==> config.mk <==
export PLATFORM = sky130hd
export DESIGN_NAME = id_ex_stage
export DESIGN_NICKNAME = d
export VERILOG_FILES = /design/src/rtl/riscv_pkg.sv /design/src/rtl/alu_ctrl_dec.sv /design/src/rtl/id_ex_stage.sv
export SDC_FILE = /design/constraint.sdc
export NUM_CORES = 1
export LEC_CHECK = 0
export ABC_AREA = 1
export ABC_CLOCK_PERIOD_IN_PS = 1510
export BUFFER_PORTS_ARGS = -buffer_cell sky130_fd_sc_hd__buf_2
export CAP_MARGIN = 0
export CORE_MARGIN = 8
export CORE_UTILIZATION = 40
export DETAILED_ROUTE_END_ITERATION = 8
export PLACE_DENSITY = 0.75
export SYNTH_ARGS = -nofsm -noshare
export SYNTH_HDL_FRONTEND = slang
export SYNTH_SLANG_ARGS = --single-unit
==> constraint.sdc <==
create_clock -name clk -period 1.51 [get_ports clk]
set_clock_uncertainty 0.15 [all_clocks]
set_input_delay 0 -clock clk [delete_from_list [all_inputs] [get_ports clk]]
set_output_delay 0 -clock clk [all_outputs]
set_load 0.05 [all_outputs]
==> src/rtl/riscv_pkg.sv <==
// Shared decode constants and types for the integer pipeline.
// Holds the ALU control codes, the alu_op encoding, funct3 values and the ID/EX register layout.
package riscv_pkg;

  localparam int XLEN = 32;

  localparam logic [3:0] ALU_AND = 4'b0000;
  localparam logic [3:0] ALU_OR  = 4'b0001;
  localparam logic [3:0] ALU_ADD = 4'b0010;
  localparam logic [3:0] ALU_SUB = 4'b0110;
  localparam logic [3:0] ALU_XOR = 4'b1111;
  localparam logic [3:0] ALU_SRL = 4'b1110;

  typedef enum logic [1:0] {
    ALU_OP_ADD   = 2'b00,
    ALU_OP_SUB   = 2'b01,
    ALU_OP_RTYPE = 2'b10,
    ALU_OP_ITYPE = 2'b11
  } alu_op_e;

  localparam logic [2:0] F3_ADD  = 3'b000;
  localparam logic [2:0] F3_SLL  = 3'b001;
  localparam logic [2:0] F3_SLT  = 3'b010;
  localparam logic [2:0] F3_SLTU = 3'b011;
  localparam logic [2:0] F3_XOR  = 3'b100;
  localparam logic [2:0] F3_SRL  = 3'b101;
  localparam logic [2:0] F3_OR   = 3'b110;
  localparam logic [2:0] F3_AND  = 3'b111;

  // All-zero value of this struct is the bubble.
  typedef struct packed {
    logic            valid;
    logic            illegal;
    logic [3:0]      alu_ctrl;
    logic [XLEN-1:0] pc;
    logic [4:0]      rd;
    logic [4:0]      rs1;
    logic [4:0]      rs2;
    logic [XLEN-1:0] rs1_data;
    logic [XLEN-1:0] rs2_data;
    logic [XLEN-1:0] imm;
    logic            alu_src;
    logic            mem_read;
    logic            mem_write;
    logic            reg_write;
  } idex_t;

endpackage

==> src/rtl/alu_ctrl_dec.sv <==
// Combinational ALU control decoder: (alu_op, funct3, funct7b5) -> (ctrl, illegal).
module alu_ctrl_dec
  import riscv_pkg::*;
(
  input  logic [1:0] alu_op,
  input  logic [2:0] funct3,
  input  logic       funct7b5,
  output logic [3:0] ctrl,
  output logic       illegal
);

  always_comb begin
    ctrl    = ALU_ADD;
    illegal = 1'b0;
    case (alu_op_e'(alu_op))
      ALU_OP_ADD: ctrl = ALU_ADD;
      ALU_OP_SUB: ctrl = ALU_SUB;
      default: begin
        case (funct3)
          // funct7b5 only selects SUB for register-register ops; for I-type it is immediate data.
          F3_ADD:  ctrl = (alu_op_e'(alu_op) == ALU_OP_RTYPE && funct7b5) ? ALU_SUB : ALU_ADD;
          F3_AND:  ctrl = ALU_AND;
          F3_OR:   ctrl = ALU_OR;
          F3_XOR:  ctrl = ALU_XOR;
          F3_SRL:  ctrl = ALU_SRL;
          default: illegal = 1'b1;
        endcase
      end
    endcase
  end

endmodule

==> src/rtl/id_ex_stage.sv <==
// ID/EX pipeline register with ALU control decode, EX/MEM and MEM/WB forwarding,
// and load-use hazard detection.
module id_ex_stage
  import riscv_pkg::*;
(
  input  logic            clk,
  input  logic            rst,
  input  logic            stall,
  input  logic            flush,
  input  logic            id_valid,
  input  logic [31:0]     id_pc,
  input  logic [31:0]     id_rs1_data,
  input  logic [31:0]     id_rs2_data,
  input  logic [31:0]     id_imm,
  input  logic [4:0]      id_rs1,
  input  logic [4:0]      id_rs2,
  input  logic [4:0]      id_rd,
  input  logic [2:0]      id_funct3,
  input  logic            id_funct7b5,
  input  logic [1:0]      id_alu_op,
  input  logic            id_alu_src,
  input  logic            id_mem_read,
  input  logic            id_mem_write,
  input  logic            id_reg_write,
  input  logic            exmem_reg_write,
  input  logic [4:0]      exmem_rd,
  input  logic [31:0]     exmem_result,
  input  logic            memwb_reg_write,
  input  logic [4:0]      memwb_rd,
  input  logic [31:0]     memwb_result,
  output logic            load_use_stall,
  output logic            ex_valid,
  output logic            ex_alu_en,
  output logic            ex_illegal,
  output logic [3:0]      ex_alu_ctrl,
  output logic [31:0]     ex_in1,
  output logic [31:0]     ex_in2,
  output logic [31:0]     ex_store_data,
  output logic [31:0]     ex_pc,
  output logic [4:0]      ex_rd,
  output logic            ex_mem_read,
  output logic            ex_mem_write,
  output logic            ex_reg_write
);

  idex_t           ex_q;
  logic [3:0]      dec_ctrl;
  logic            dec_illegal;
  logic [XLEN-1:0] fwd_rs1;
  logic [XLEN-1:0] fwd_rs2;

  alu_ctrl_dec u_dec (
    .alu_op   (id_alu_op),
    .funct3   (id_funct3),
    .funct7b5 (id_funct7b5),
    .ctrl     (dec_ctrl),
    .illegal  (dec_illegal)
  );

  // Upstream holds PC and IF/ID while this is high; flush still takes priority there.
  assign load_use_stall = id_valid & ex_q.valid & ex_q.mem_read & (ex_q.rd != 5'd0) &
                          ((id_rs1 == ex_q.rd) | (id_rs2 == ex_q.rd));

  always_ff @(posedge clk) begin
    if (rst || flush) begin
      ex_q <= '0;
    end else if (stall) begin
      ex_q <= ex_q;
    end else if (load_use_stall || !id_valid) begin
      ex_q <= '0;
    end else begin
      ex_q.valid     <= 1'b1;
      ex_q.illegal   <= dec_illegal;
      ex_q.alu_ctrl  <= dec_ctrl;
      ex_q.pc        <= id_pc;
      ex_q.rd        <= id_rd;
      ex_q.rs1       <= id_rs1;
      ex_q.rs2       <= id_rs2;
      ex_q.rs1_data  <= id_rs1_data;
      ex_q.rs2_data  <= id_rs2_data;
      ex_q.imm       <= id_imm;
      ex_q.alu_src   <= id_alu_src;
      ex_q.mem_read  <= id_mem_read;
      ex_q.mem_write <= id_mem_write;
      ex_q.reg_write <= id_reg_write & ~dec_illegal;
    end
  end

  // EX/MEM is the younger result, so it wins over MEM/WB; x0 is never forwarded.
  always_comb begin
    fwd_rs1 = ex_q.rs1_data;
    if (exmem_reg_write && exmem_rd != 5'd0 && exmem_rd == ex_q.rs1)
      fwd_rs1 = exmem_result;
    else if (memwb_reg_write && memwb_rd != 5'd0 && memwb_rd == ex_q.rs1)
      fwd_rs1 = memwb_result;

    fwd_rs2 = ex_q.rs2_data;
    if (exmem_reg_write && exmem_rd != 5'd0 && exmem_rd == ex_q.rs2)
      fwd_rs2 = exmem_result;
    else if (memwb_reg_write && memwb_rd != 5'd0 && memwb_rd == ex_q.rs2)
      fwd_rs2 = memwb_result;
  end

  assign ex_valid      = ex_q.valid;
  assign ex_illegal    = ex_q.illegal;
  assign ex_alu_en     = ex_q.valid & ~ex_q.illegal;
  assign ex_alu_ctrl   = ex_q.alu_ctrl;
  assign ex_pc         = ex_q.pc;
  assign ex_rd         = ex_q.rd;
  assign ex_mem_read   = ex_q.mem_read;
  assign ex_mem_write  = ex_q.mem_write;
  assign ex_reg_write  = ex_q.reg_write;
  assign ex_in1        = ex_q.valid ? fwd_rs1 : '0;
  assign ex_in2        = ex_q.valid ? (ex_q.alu_src ? ex_q.imm : fwd_rs2) : '0;
  assign ex_store_data = ex_q.valid ? fwd_rs2 : '0;

endmodule

==> impl_metrics.toml, run 1 <==
[cts]
cts_root_buf = "clkbuf_16"
clk_pin_slew_ps = 80
worstSkewPairLatency_ps = 430
cts_made_buffers = 17
cts_sinks = 153
cts_buffer_depth = 2
cts_tree = "built"
htreeDepth = 4

[outcome]
violations = "design-rule violations, negative setup slack"
status = "complete, but fails checks"

[global_route]
grt.total_usage = 0.285
antenna_found_initial = 11
grt_first_pass_wirelength_um = 69400
grt_remaining_overflow = 0
grt_pass1_vias = 12600
grt_max_degree = 154

[power]
p_int_mw = 7.45
power_frac_seq = 0.376
pwr-share-clk = 0.398
switching_share = 0.327
ir_drop_v = 0.000519
p_comb_frac = 0.226
cellLeakagePower_nw = 7.84
finalPower_mw = 11.1
power.switching_mw = 3.62
power.density_nw_per_um2 = 607

[logic_synthesis]
ys_seq_area_frac = 0.312
synth_cells = 1475
synth.distinct_cells = 26
ys_ff_latch = 153
netlist_area_um2 = 9800
syn_nets = 1709
yosysWarningCount = 0
syn_avg_cell_area_um2 = 6.65

[detailed_routing]
viasPerCell = 5.73
drt-total-wl_um = 54300
antenna_left = 0
drtPass1Iterations = 9
drt-initial-drc-count = 1782
drc = 1
vias = 13600
routedWlPerCell_um = 22.9

[die]
rows = 57
die_h_um = 173
die_w_um = 173
initial_core_util = 0.405
core_um2 = 24200
fp.dieArea_um2 = 29800
ios = 378

[timing]
maxSlewViolCount = 0
final_hold_viol_count = 0
layout_setup_ws_ps = -1050
rsz0062_at_grt = "true"
setup_tns_ps = -130950
fmax_ghz = 0.391
maxSlewHeadroom = 0.332
period_minus_slack_ps = 2560
fin_crit_sh = 1.70
setup_viol = 252
max_slew.worst_pin.slew_ps = 1000

[min_path]
hold_start = "id_valid"
hold_path_class = "input port to flip-flop"

[job]
cap_viol_max_count = 0

[layout]
instances_no_fill = 2374
final_area_um2 = 18300
final_nets = 2265
synthToLayoutAreaGrowth_pct = 86.3
fin_util = 0.755
drive_above_1_share = 0.519

[placed_design]
io_buffers = 377
placedInstanceArea_um2 = 13300
dp.cells = 2124
place.gp.congestion = 0.915
dp_hpwl_um = 30000

[worst_setup_path]
crit_required_ps = 1360
path_cells = "nand2_1, nand2_2, nand2_2, nor2_4, buf_12, nand3_4, buf_12, nand2_1, nand3_2, buf_4, a21oi_4, buf_6"
crit_slowest_cell = "dfxtp_2"
startpoint = "ex_q[101]"
critPathLaunchType = "flip-flop"
reg2reg_from = "ex_rd[3]"
crit_family = "simple AND/OR/NAND/NOR gates"
end_kind = "primary output"
critPathArrivalTime_ps = 2410
cp_num_buf_inv = 4
crit_type = "flip-flop to primary output"
crit_fanout = 8
cp_slowest_stage_delay_ps = 380
## cell usage in the layout (no fill, tap or decap), types with 4 or more instances in the layout
| cell | n |
|---|---|
| buf_2 | 279 |
| nand2_1 | 215 |
| dlygate4sd3_1 | 158 |
| nand3_1 | 148 |
| nand3_2 | 144 |
| dfxtp_1 | 139 |
| inv_1 | 101 |
| a21oi_2 | 86 |
| buf_4 | 85 |
| nor2_1 | 78 |
| buf_6 | 75 |
| nand2_2 | 68 |
| a21oi_1 | 67 |
| clkinvlp_4 | 61 |
| buf_12 | 44 |
| clkbuf_16 | 37 |
| nand4_1 | 33 |
| a21oi_4 | 32 |
| buf_8 | 30 |
| nand3_4 | 25 |
| o21ai_1 | 18 |
| xor2_1 | 15 |
| nand2_4 | 15 |
| o21ai_2 | 14 |
| inv_2 | 9 |
| dfxtp_2 | 8 |
| diode_2 | 6 |
| nor2_4 | 6 |
| dfxtp_4 | 6 |
| xnor2_2 | 5 |
| xor2_2 | 5 |
| inv_6 | 5 |
| inv_8 | 5 |
| xnor2_1 | 4 |
| o21ai_0 | 4 |
| buf_16 | 4 |
## stage by stage
step                      worst slack, ps  hold WS [ps]
after floorplan                      -208         -7.33
after global placement               -478           109
after detailed placement             -506           113
after CTS                            -821          48.0
after global routing                -1110           149
final                               -1050           128
## registers in the layout, summed over array words and instances (netlist names)
register      flops
ex_reg_write      1
ex_valid          1
ex_mem_read       1
ex_alu_ctrl       4
ex_pc            32
ex_illegal        1
ex_rd             5
ex_q            107
ex_mem_write      1
## cell type report
type,instances,area [µm²]
repair buffers,695,6400
inverters,172,878
flip-flops and latches,153,3100
clock buffers,18,439
well taps,324,405
clock inverters,14,149
fillers,1496,5920
multi-input cells,992,6880
diodes,6,15.0
## logic make-up (layout without fill, tap and decap cells)
group / count (synthesis) / after routing / synth area share
other: 0 / 6 / 0
XOR/XNOR: 29 / 29 / 0.0259
buffers and inverters: 331 / 899 / 0.157
AND/OR/NAND/NOR: 741 / 742 / 0.369
flip-flops: 153 / 153 / 0.312
AO/OA/AOI/OAI: 221 / 221 / 0.136
## Yosys cell counts, drive strengths merged
library cell,number,area share
nand4,33,0.021
clkbuf,51,0.020
xnor2,9,0.0080
inv,172,0.066
xor2,20,0.018
o21ai,36,0.018
nand3,317,0.19
dfxtp,153,0.31
nand2,299,0.12
nand3b,2,0.0015
buf,108,0.072
a21oi,185,0.12
or2,1,0.00064
nor2,84,0.033
nor3,5,0.0042
## metal layers
| layer | share of wire | GRT usage | vias to the layer above | wire length [µm] |
|---|---|---|---|---|
| li1 | - | - | 5880 | - |
| met1 | 0.36 | 0.342 | 6306 | 19400 |
| met2 | 0.47 | 0.471 | 1138 | 25800 |
| met3 | 0.11 | 0.0795 | 262 | 5890 |
| met4 | 0.058 | 0.126 | 10 | 3170 |
| met5 | 0.0011 | 0 | - | 62 |
## tightest hold or removal path: stages
cell,delay [ps]
buf_2,90
nand4_1,100
inv_2,140
nand2_4,90
buf_12,150
nand3_4,60
a21oi_2,40
## power groups by stage
| stage | Clock [mW] | Combinational [mW] | Sequential [mW] |
|---|---|---|---|
| after CTS | 4.41 | 2.14 | 4.16 |
| after global placement | 0 | 1.73 | 4.25 |
| after global routing | 4.61 | 2.60 | 4.17 |
| final | 4.41 | 2.50 | 4.17 |
| after floorplan | 0 | 0.950 | 4.25 |
| after detailed placement | 0 | 1.75 | 4.26 |
## path summary, 6_finish.rpt
check                                    endpoint  slack (ps)  cells past startpoint
worst min-delay path                    ex_pc[16]         130                      7
worst min register to register           ex_q[19]         320                      2
worst max register to register           ex_q[41]        -360                     10
worst max-delay path            ex_store_data[16]       -1050                     12
## repair_timing
item / in CTS / in global routing
buffers inserted: 2 / 30
hold buffers: 158 / 0
cloned: 1 / 24
endpoints found under the hold margin: 152 / 0
setup endpoints to repair: 252 / 252
resized for setup: 210 / 312
pin swaps: 18 / 51
Note: power is estimated with default switching activity, not from simulation.
==> inputs of run 2 (changes only) <==
SYNTH_HIERARCHICAL = 1   (was unset)
==> run 2 against run 1 <==
The flow finishes with violations (negative setup slack). Register-to-register slack got worse by 70 ps. Clock-buffer cell count unchanged. Sequential power about the same. Die area is 2.0% lower. Critical path type unchanged. Critical endpoint is now ex_in2[23]. Largest power group unchanged.
==> impl_metrics.toml, run 2 <==
[placed_design]
dp_slack_ps = -455
io_buffers = 377
place.gp.congestion = 0.932
dp_hpwl_um = 30200

[layout]
layout_commonest_cell = "buf_2"
drive_above_1_share = 0.498
synthToLayoutAreaGrowth_pct = 88.7
largest_reg_flops = 107
final_nets = 2249
regMostFlops = "ex_q"
final_cell_mix = "buf_2 (280), nand2_1 (202), dlygate4sd3_1 (158)"

[power]
cellLeakagePower_nw = 7.73
ir_drop_v = 0.000706
finalPower_mw = 11.3
power.density_nw_per_um2 = 622

[detailed_routing]
drc = 0
antenna_left = 0
drtPass1Iterations = 6
viasPerCell = 5.82
vias = 13700
drt-initial-drc-count = 1776
drt-total-wl_um = 54400
routedWlPerCell_um = 23.1

[timing]
layout_setup_ws_ps = -970
rsz0062_at_grt = "true"
final_hold_viol_count = 0
setup_viol = 251
maxSlewHeadroom = 0.567
fin_crit_sh = 1.64
setup_tns_ps = -128850
whs_ps = 104
max_slew.worst_pin.slew_ps = 649
maxSlewViolCount = 0
period_minus_slack_ps = 2480
fmax_ghz = 0.403

[worst_setup_path]
timing.rr.end = "ex_pc[23]"
path_common_cell = "nand2_2"
crit_type = "flip-flop to primary output"
rr_worst_depth = 9
crit_required_ps = 1360
crit_slowest_cell = "dfxtp_4"
path_cells = "xnor2_2, nand2_2, nor2_1, nand3b_1, buf_6, clkbuf_16, nand3_4, nand3_2, nand2_2, clkinvlp_4, buf_8"
reg2reg_from = "ex_rd[0]"
critPathArrivalTime_ps = 2330
cp_slowest_stage_delay_ps = 370
critPathLaunchType = "flip-flop"
end_kind = "primary output"
crit_fanout = 8
ff2ff_setup_slack_ps = -430

[global_route]
grt_first_pass_wirelength_um = 70400
grt_pass1_vias = 13100
antenna_found_initial = 9
grt_max_degree = 73
grt_remaining_overflow = 0
grt.total_usage = 0.303

[cts]
htreeDepth = 4
cts_sinks = 153
cts_tree = "built"
worstSkewPairLatency_ps = 430
cts_root_buf = "clkbuf_16"
clk_pin_slew_ps = 70
cts_made_buffers = 17
cts_buffer_depth = 2

[die]
rows = 56
core_um2 = 23500
die_h_um = 171
die_w_um = 171
initial_core_util = 0.408
fp.dieArea_um2 = 29200
ios = 378

[logic_synthesis]
netlist_area_um2 = 9590
yosysMostFrequentCell = "nand2_1"
synth.area.top_cells = "dfxtp_1 (32%), nand3_1 (13%), nand2_1 (12%)"
ys_ff_latch = 153
synthTopCellsByCount = "nand2_1 (296), nand3_1 (257), a21oi_1 (174), inv_1 (168), dfxtp_1 (153)"
synth.distinct_cells = 28
syn_nets = 1708
synth_cells = 1474
netlist.area_leader.share = 0.319
synthArstFlopShare = 0
yosysWarningCount = 6
ys_seq_area_frac = 0.319
synth_edf_count = 0
syn_avg_cell_area_um2 = 6.50
synth_ff_type = "dfxtp_1"
yosys.area.top_type = "dfxtp_1"

[outcome]
status = "complete, but fails checks"
violations = "negative setup slack"

[min_path]
hold_depth = 7
hold_path_class = "input port to flip-flop"
hold_start = "id_valid"
worstHoldEndpoint = "ex_q[36]"

[job]
cap_viol_max_count = 0
==> run 2: changes by cell type after synthesis, sizes merged <==
cell,change
o21ai,-3
buf,-12
nor2,+4
nand2,-1
clkbuf,+12
inv,-1
==> run 2: kinds of logic (layout without fill, tap and decap cells) <==
family | count (synthesis) | in the layout | synth area share
DFF | 153 | 153 | 0.319
AOI/OAI and AO/OA | 218 | 218 | 0.118
xor gates and xnor gates | 29 | 29 | 0.0265
buffers and inverters | 330 | 884 | 0.158
other | 0 | 7 | 0
and+or+nand+nor | 744 | 744 | 0.378
==> run 2: area by class of cell <==
class                           count  area (µm²)
Clock inverter                     14         179
Inverter                          171         890
Fill cell                        1381        5380
Clock buffer                       18         439
Multi-Input combinational cell    991        6940
Sequential cell                   153        3100
Tap cell                          319         399
Timing Repair Buffer              681        6130
Antenna cell                        7        17.5
==> run 2: critical path, delay by kind of cell, from the launching register on <==
| kind | cells | cell delay, ps |
|---|---|---|
| and+or+nand+nor | 6 | 610 |
| xor gates and xnor gates | 1 | 160 |
| buffers and inverters | 4 | 750 |
| DFF | 1 | 370 |
==> run 2: worst max path at each step <==
stage | from | end | slack (ps) | cells past startpoint
after floorplan | ex_q[104] | ex_in2[10] | -210 | 8
after global placement | ex_q[101] | ex_in2[2] | -410 | 9
after detailed placement | ex_q[100] | ex_in2[17] | -450 | 10
after CTS | ex_q[100] | ex_in2[7] | -820 | 10
after global routing | ex_q[101] | ex_in2[23] | -1040 | 11
final | ex_q[101] | ex_in2[23] | -970 | 11
==> run 2: timing repair <==
action	4_1_cts	5_1_grt
setup endpoints to repair	249	251
pin swaps	3	51
gates resized for setup	214	358
hold buffers	158	0
buffers inserted	0	16
endpoints found under the hold margin	153	0
gates cloned	0	21
==> run 2: power breakdown <==
part	internal, mW	total (mW)	switching [mW]
sequential	4.10	4.16	0.0593
clock	2.56	4.62	2.06
combinational	1.05	2.47	1.42
total	7.72	11.3	3.53
==> run 2: metal layers <==
| layer | routed length [µm] | vias to the layer above | track usage |
|---|---|---|---|
| met5 | 33 | - | 0 |
| met4 | 3720 | 6 | 0.167 |
| met3 | 6050 | 351 | 0.0869 |
| met2 | 25600 | 1138 | 0.506 |
| met1 | 19000 | 6335 | 0.345 |
| li1 | - | 5860 | - |
==> run 2: through the flow <==
stage	cell area (µm²)	cells	utilization
final	18100	2354	0.771
after global routing	18100	2352	0.771
after CTS	15900	2310	0.676
after detailed placement	13000	2120	0.553
after global placement	13000	2120	0.553
after floorplan	10400	1474	-
